### src/rtl/dyt_fetch_stage.sv
// -----------------------------------------------------------------------------
// dyt_fetch_stage
//   Instruction fetch stage. Owns the PC, issues word reads to instruction
//   memory over a req/ready handshake, and drives the IF/ID latch inputs.
//   It honours decode stall, branch/jump redirect (flush) and halt. When memory
//   returns a word while decode is stalled, that word is parked in a one-entry
//   skid buffer so the request does not have to be repeated.
//
// Parameters
//   RESET_PC   PC loaded on reset
//   NOP_INSTR  instruction presented on IF/ID whenever it is not valid
//
// Ports
//   CLK                 in   1   clock, rising edge
//   nRST                in   1   synchronous reset, active low
//   imem_req_o          out  1   instruction read request
//   imem_addr_o         out  32  read address (always word aligned)
//   imem_ready_i        in   1   imem_rdata_i valid for the current request
//   imem_rdata_i        in   32  fetched instruction word
//   stall_i             in   1   IF/ID must hold its contents this cycle
//   redirect_i          in   1   branch/jump taken; flush and refetch
//   redirect_pc_i       in   32  new PC; bits [1:0] forced to zero
//   halt_i              in   1   halt decoded downstream; stop fetching
//   ifid_instruction_o  out  32  instruction to IF/ID latch
//   ifid_pc_o           out  32  PC of ifid_instruction_o
//   ifid_valid_o        out  1   IF/ID contents are a real instruction
//   halted_o            out  1   fetch halted (sticky until reset)
// -----------------------------------------------------------------------------
module dyt_fetch_stage #(
  parameter logic [31:0] RESET_PC  = 32'h0000_0000,
  parameter logic [31:0] NOP_INSTR = 32'h0000_0013
) (
  input  logic        CLK,
  input  logic        nRST,
  output logic        imem_req_o,
  output logic [31:0] imem_addr_o,
  input  logic        imem_ready_i,
  input  logic [31:0] imem_rdata_i,
  input  logic        stall_i,
  input  logic        redirect_i,
  input  logic [31:0] redirect_pc_i,
  input  logic        halt_i,
  output logic [31:0] ifid_instruction_o,
  output logic [31:0] ifid_pc_o,
  output logic        ifid_valid_o,
  output logic        halted_o
);

  typedef enum logic [1:0] {
    IDLE,   // one dead cycle out of reset
    FETCH,  // request outstanding at pc_q
    HOLD,   // skid buffer full, waiting for decode to unstall
    HALT    // fetch stopped until reset
  } state_t;

  state_t      state_q;
  logic [31:0] pc_q;
  logic [31:0] skid_instr_q;
  logic [31:0] skid_pc_q;
  logic        skid_load;

  assign imem_req_o  = (state_q == FETCH);
  assign imem_addr_o = pc_q;

  // A word arrives while decode is stalled and nothing of higher priority
  // (reset, halt, redirect) discards it.
  assign skid_load = nRST && (state_q == FETCH) && imem_ready_i && stall_i &&
                     !redirect_i && !halt_i;

  // NOTE: the skid entry is only ever read in HOLD, which is entered on the
  // same edge that loads it, so its storage needs no reset; "empty" is simply
  // state_q != HOLD.
  always_ff @(posedge CLK) begin
    if (skid_load) begin
      skid_instr_q <= imem_rdata_i;
      skid_pc_q    <= pc_q;
    end
  end

  // NOTE: every register below is assigned with <= so all of them see the
  // pre-edge values of pc_q and state_q, regardless of statement order.
  always_ff @(posedge CLK) begin
    if (!nRST) begin
      state_q            <= IDLE;
      pc_q               <= RESET_PC;
      ifid_valid_o       <= 1'b0;
      ifid_instruction_o <= NOP_INSTR;
      ifid_pc_o          <= 32'h0000_0000;
      halted_o           <= 1'b0;
    end else begin
      unique case (state_q)
        IDLE: state_q <= FETCH;

        HALT: state_q <= HALT;

        FETCH, HOLD: begin
          if (halt_i) begin
            state_q            <= HALT;
            halted_o           <= 1'b1;
            ifid_valid_o       <= 1'b0;
            ifid_instruction_o <= NOP_INSTR;
          end else if (redirect_i) begin
            // Flush wins over stall: IF/ID is squashed even if decode holds.
            state_q            <= FETCH;
            pc_q               <= redirect_pc_i & ~32'h0000_0003;
            ifid_valid_o       <= 1'b0;
            ifid_instruction_o <= NOP_INSTR;
          end else if (state_q == HOLD) begin
            if (!stall_i) begin
              state_q            <= FETCH;
              ifid_valid_o       <= 1'b1;
              ifid_instruction_o <= skid_instr_q;
              ifid_pc_o          <= skid_pc_q;
            end
          end else if (imem_ready_i) begin
            // Accepted word: the PC advances whether it lands in IF/ID or skid.
            pc_q <= pc_q + 32'd4;
            if (stall_i) begin
              state_q <= HOLD;
            end else begin
              ifid_valid_o       <= 1'b1;
              ifid_instruction_o <= imem_rdata_i;
              ifid_pc_o          <= pc_q;
            end
          end else if (!stall_i) begin
            // Memory wait with decode free: insert a bubble, keep the old PC tag.
            ifid_valid_o       <= 1'b0;
            ifid_instruction_o <= NOP_INSTR;
          end
        end

        default: state_q <= IDLE;
      endcase
    end
  end

endmodule
### config.mk
export PLATFORM = sky130hd
export DESIGN_NAME = dyt_fetch_stage
export DESIGN_NICKNAME = d
export VERILOG_FILES = /design/src/rtl/dyt_fetch_stage.sv
export SDC_FILE = /design/constraint.sdc
export NUM_CORES = 1
export LEC_CHECK = 0
export CORE_MARGIN = 4
export CORE_UTILIZATION = 30
export DETAILED_ROUTE_END_ITERATION = 7
export PLACE_DENSITY = 0.57
export SYNTH_ARGS = -nofsm -noshare
export SYNTH_HDL_FRONTEND = slang
export SYNTH_SLANG_ARGS = --single-unit
### constraint.sdc
create_clock -name CLK -period 4.1 [get_ports CLK]
set_input_delay 0.82 -clock CLK [delete_from_list [all_inputs] [get_ports CLK]]
set_output_delay 0.82 -clock CLK [all_outputs]
set_load 0.005 [all_outputs]
==> impl_metrics.env <==
export IMPL_end_kind="flip-flop"
export IMPL_pwr_density_cell_mw_per_mm2=423
export IMPL_ctsLongestPathBuffers=2
export IMPL_grt_max_degree=59
export IMPL_holdBufCountCts=0
export IMPL_numCtsBuffers=17
export IMPL_drv_slew=0
export IMPL_cpPeakStageDelay_ns=1.06
export IMPL_worst_pin_slew_ns=1.29
export IMPL_cpMostUsedCell="nor4_1"
export IMPL_ant_nets=0
export IMPL_ys_top_cells_by_count="nor2_1 (122), dfxtp_1 (96), edfxtp_1 (62)"
export IMPL_grtUsageTotal_pct=16.3
export IMPL_hold_violations=0
export IMPL_multiInputGateArea_mm2=0.00279
export IMPL_syn_to_final_growth_pct=37.5
export IMPL_avgViaCountPerCell=5.08
export IMPL_ys_flop_type="dfxtp_1"
export IMPL_finalCritPeriodShare_pct=69.1
export IMPL_post_cts_setup_buffers=0
export IMPL_die_w_um=158
export IMPL_dieArea_mm2=0.0251
export IMPL_peakVddDrop_v=0.000270
export IMPL_port_buffers=162
export IMPL_ys_ff_latch=158
export IMPL_drc=0
export IMPL_dp_hpwl_mm=13.5
export IMPL_cts_sinks=158
export IMPL_regArea_mm2=0.00378
export IMPL_fmax_mhz=353
export IMPL_drt_iter0_markers=374
export IMPL_syn_avg_cell_area_um2=9.90
export IMPL_ys_types=51
export IMPL_final_min_clock_period_ns=2.83
export IMPL_worstPathArrival_ns=3.21
export IMPL_leakagePower_nw=3.05
export IMPL_cts_resized=0
export IMPL_core_area_mm2=0.0220
export IMPL_htreeDepth=4
export IMPL_die_height_um=158
export IMPL_slowest_stage="nor4_1"
export IMPL_syn_inst=685
export IMPL_worstPathRequired_ns=4.47
export IMPL_place_gp_congestion=0.773
export IMPL_status="finished clean"
export IMPL_crit_fanout=9
export IMPL_yosys_top_cells_area="dfxtp_1 (28%), edfxtp_1 (27%), nor2_1 (6.8%)"
export IMPL_clkLatencyLatePin_ns=0.43
export IMPL_vias=5715
export IMPL_setup_violations=0
export IMPL_grt_pass1_wl_mm=32.0
export IMPL_ioPinCount=169
export IMPL_ys_warn_count=0
export IMPL_crit_end="imem_addr_o[26]"
export IMPL_wirelength_mm=20.3
export IMPL_synth_edff_count=62
export IMPL_critPathKind="reg -> reg"
export IMPL_reg2reg_to="imem_addr_o[26]"
export IMPL_async_reset_ff_share_pct=0
export IMPL_tns_ns=0
export IMPL_timing_max_cap_violations=0
export IMPL_fin_nets=908
export IMPL_reg2regPathDepth=6
export IMPL_wire_per_inst_um=18.0
export IMPL_grt_antenna_before_repair=0
export IMPL_worstHoldPathType="reg -> reg"
export IMPL_netlist_area_leader_share_pct=28.3
export IMPL_fillers=2120
export IMPL_clock_skew_final_ns=0.0111
export IMPL_relSlewSlack_pct=13.4
export IMPL_clock_tree_root_cell="clkbuf_16"
export IMPL_rsz0062_at_grt="false"
export IMPL_first_pass_iters=4
export IMPL_critPathLaunchType="flip-flop"
export IMPL_cp_startpoint="imem_addr_o[2]"
export IMPL_synth_most_common_cell="nor2_1"
export IMPL_ys_seq_area_share_pct=55.8
export IMPL_rows=54
export IMPL_cp_cell_sequence="ha_1 > nand4_1 > nor4_1 > nand3_1 > nor4_1 > nand3b_1"
export IMPL_r2r_start="imem_addr_o[2]"
export IMPL_grt_pass1_vias=5604
export IMPL_netlist_top_cell_by_area="dfxtp_1"
export IMPL_layout_drive_gt1_share_pct=7.34
export IMPL_synth_area_mm2=0.00678
export IMPL_start_util_pct=30.8
export IMPL_tritoncts="done"
export IMPL_totalPowerFinal_mw=3.94
export IMPL_grt_overflow_total=0
export IMPL_rrSetupSlack_ns=1.27
export IMPL_clkTransAtPathRegs_ns=0.07
-- where the power goes --
part / leakage [nW] / switching (mW) / internal, mW / total [mW]
Combinational: 1.41 / 0.259 / 0.233 / 0.492
Sequential: 1.34 / 0.0612 / 1.68 / 1.74
Clock: 0.311 / 0.727 / 0.984 / 1.71
-- worst min path at each step --
stage          cells after the start                   from                    end
2_1_floorplan                      0        imem_addr_o[10]          skid_pc_q[10]
3_3_place_gp                       2  ifid_instruction_o[0]  ifid_instruction_o[0]
3_5_place_dp                       2  ifid_instruction_o[0]  ifid_instruction_o[0]
4_1_cts                            2  ifid_instruction_o[0]  ifid_instruction_o[0]
5_1_grt                            2  ifid_instruction_o[1]  ifid_instruction_o[1]
6_report                           2               halted_o               halted_o
-- layout by cell type (no fill, tap or decap), types with 5 or more instances in the layout --
master,synthesis,layout
o21ai_0,19,19
inv_1,6,6
ha_1,6,5
buf_4,4,15
nor4_1,5,5
a21o_1,5,5
clkdlybuf4s50_1,0,161
edfxtp_1,62,62
a22oi_1,31,31
nand4_1,9,9
nand3_1,26,26
nand2_1,40,40
a21oi_1,54,54
dfxtp_1,96,96
nor3_1,8,8
o22ai_1,5,5
mux2i_1,38,38
and3_1,6,6
a211oi_1,33,33
a31oi_1,6,6
nor2_1,122,120
clkbuf_16,0,17
-- metrics by stage --
stage / setup WS, ns / area (um^2) / hold slack (ns) / std cells / util (%)
6_report: 1.27 / 9330 / 0.469 / 1126 / 42.4
5_1_grt: 1.13 / 9330 / 0.504 / 1125 / 42.3
4_1_cts: 1.35 / 9330 / 0.478 / 1125 / 42.3
3_5_place_dp: 1.16 / 8700 / 0.462 / 1093 / 39.5
3_3_place_gp: 1.18 / 8700 / 0.452 / 1093 / 39.5
2_1_floorplan: 0.875 / 6800 / 0.449 / 688 / -
-- worst max-delay path, delay by kind of cell (launching register included) --
kind	cells	cell delay, ns
adders and majority gates	1	0.30
DFF	1	0.52
and+or+nand+nor	5	1.96
-- sequential cells by signal, indices dropped and copies added, names as in the netlist --
register,flops
halted_o,1
ifid_instruction_o,32
ifid_valid_o,1
skid_pc_q,30
skid_instr_q,32
state_q,2
ifid_pc_o,30
imem_addr_o,30
-- layout make-up --
class                           instances  share of cell area, %
Inverter                                7                  0.282
Clock inverter                         15                   2.17
Sequential cell                       158                   40.6
Antenna cell                            1                 0.0268
Timing Repair Buffer                  178                   18.7
Clock buffer                           17                   4.56
Multi-Input combinational cell        470                   29.9
Tap cell                              280                   3.75
-- logic make-up (layout without fill, tap and decap cells) --
group | after synthesis | after routing | synth area share [%]
and+or+nand+nor | 238 | 238 | 15.9
AOI/OAI and AO/OA | 184 | 184 | 18.0
DFF | 158 | 158 | 55.8
buffers and inverters | 60 | 217 | 3.56
muxes | 38 | 38 | 5.61
adders and majority gates | 6 | 6 | 1.11
other | 1 | 5 | 0.0553
-- per-layer routing --
metal / global-route usage (%) / part of all wire (%) / up-vias
li1: - / - / 2825
met2: 24.8 / 44 / 159
met3: 4.46 / 5.3 / 17
met1: 23.3 / 49 / 2714
met5: 0 / 0 / -
met4: 3.86 / 1.1 / 0
Power figures use the tool's default switching activity.
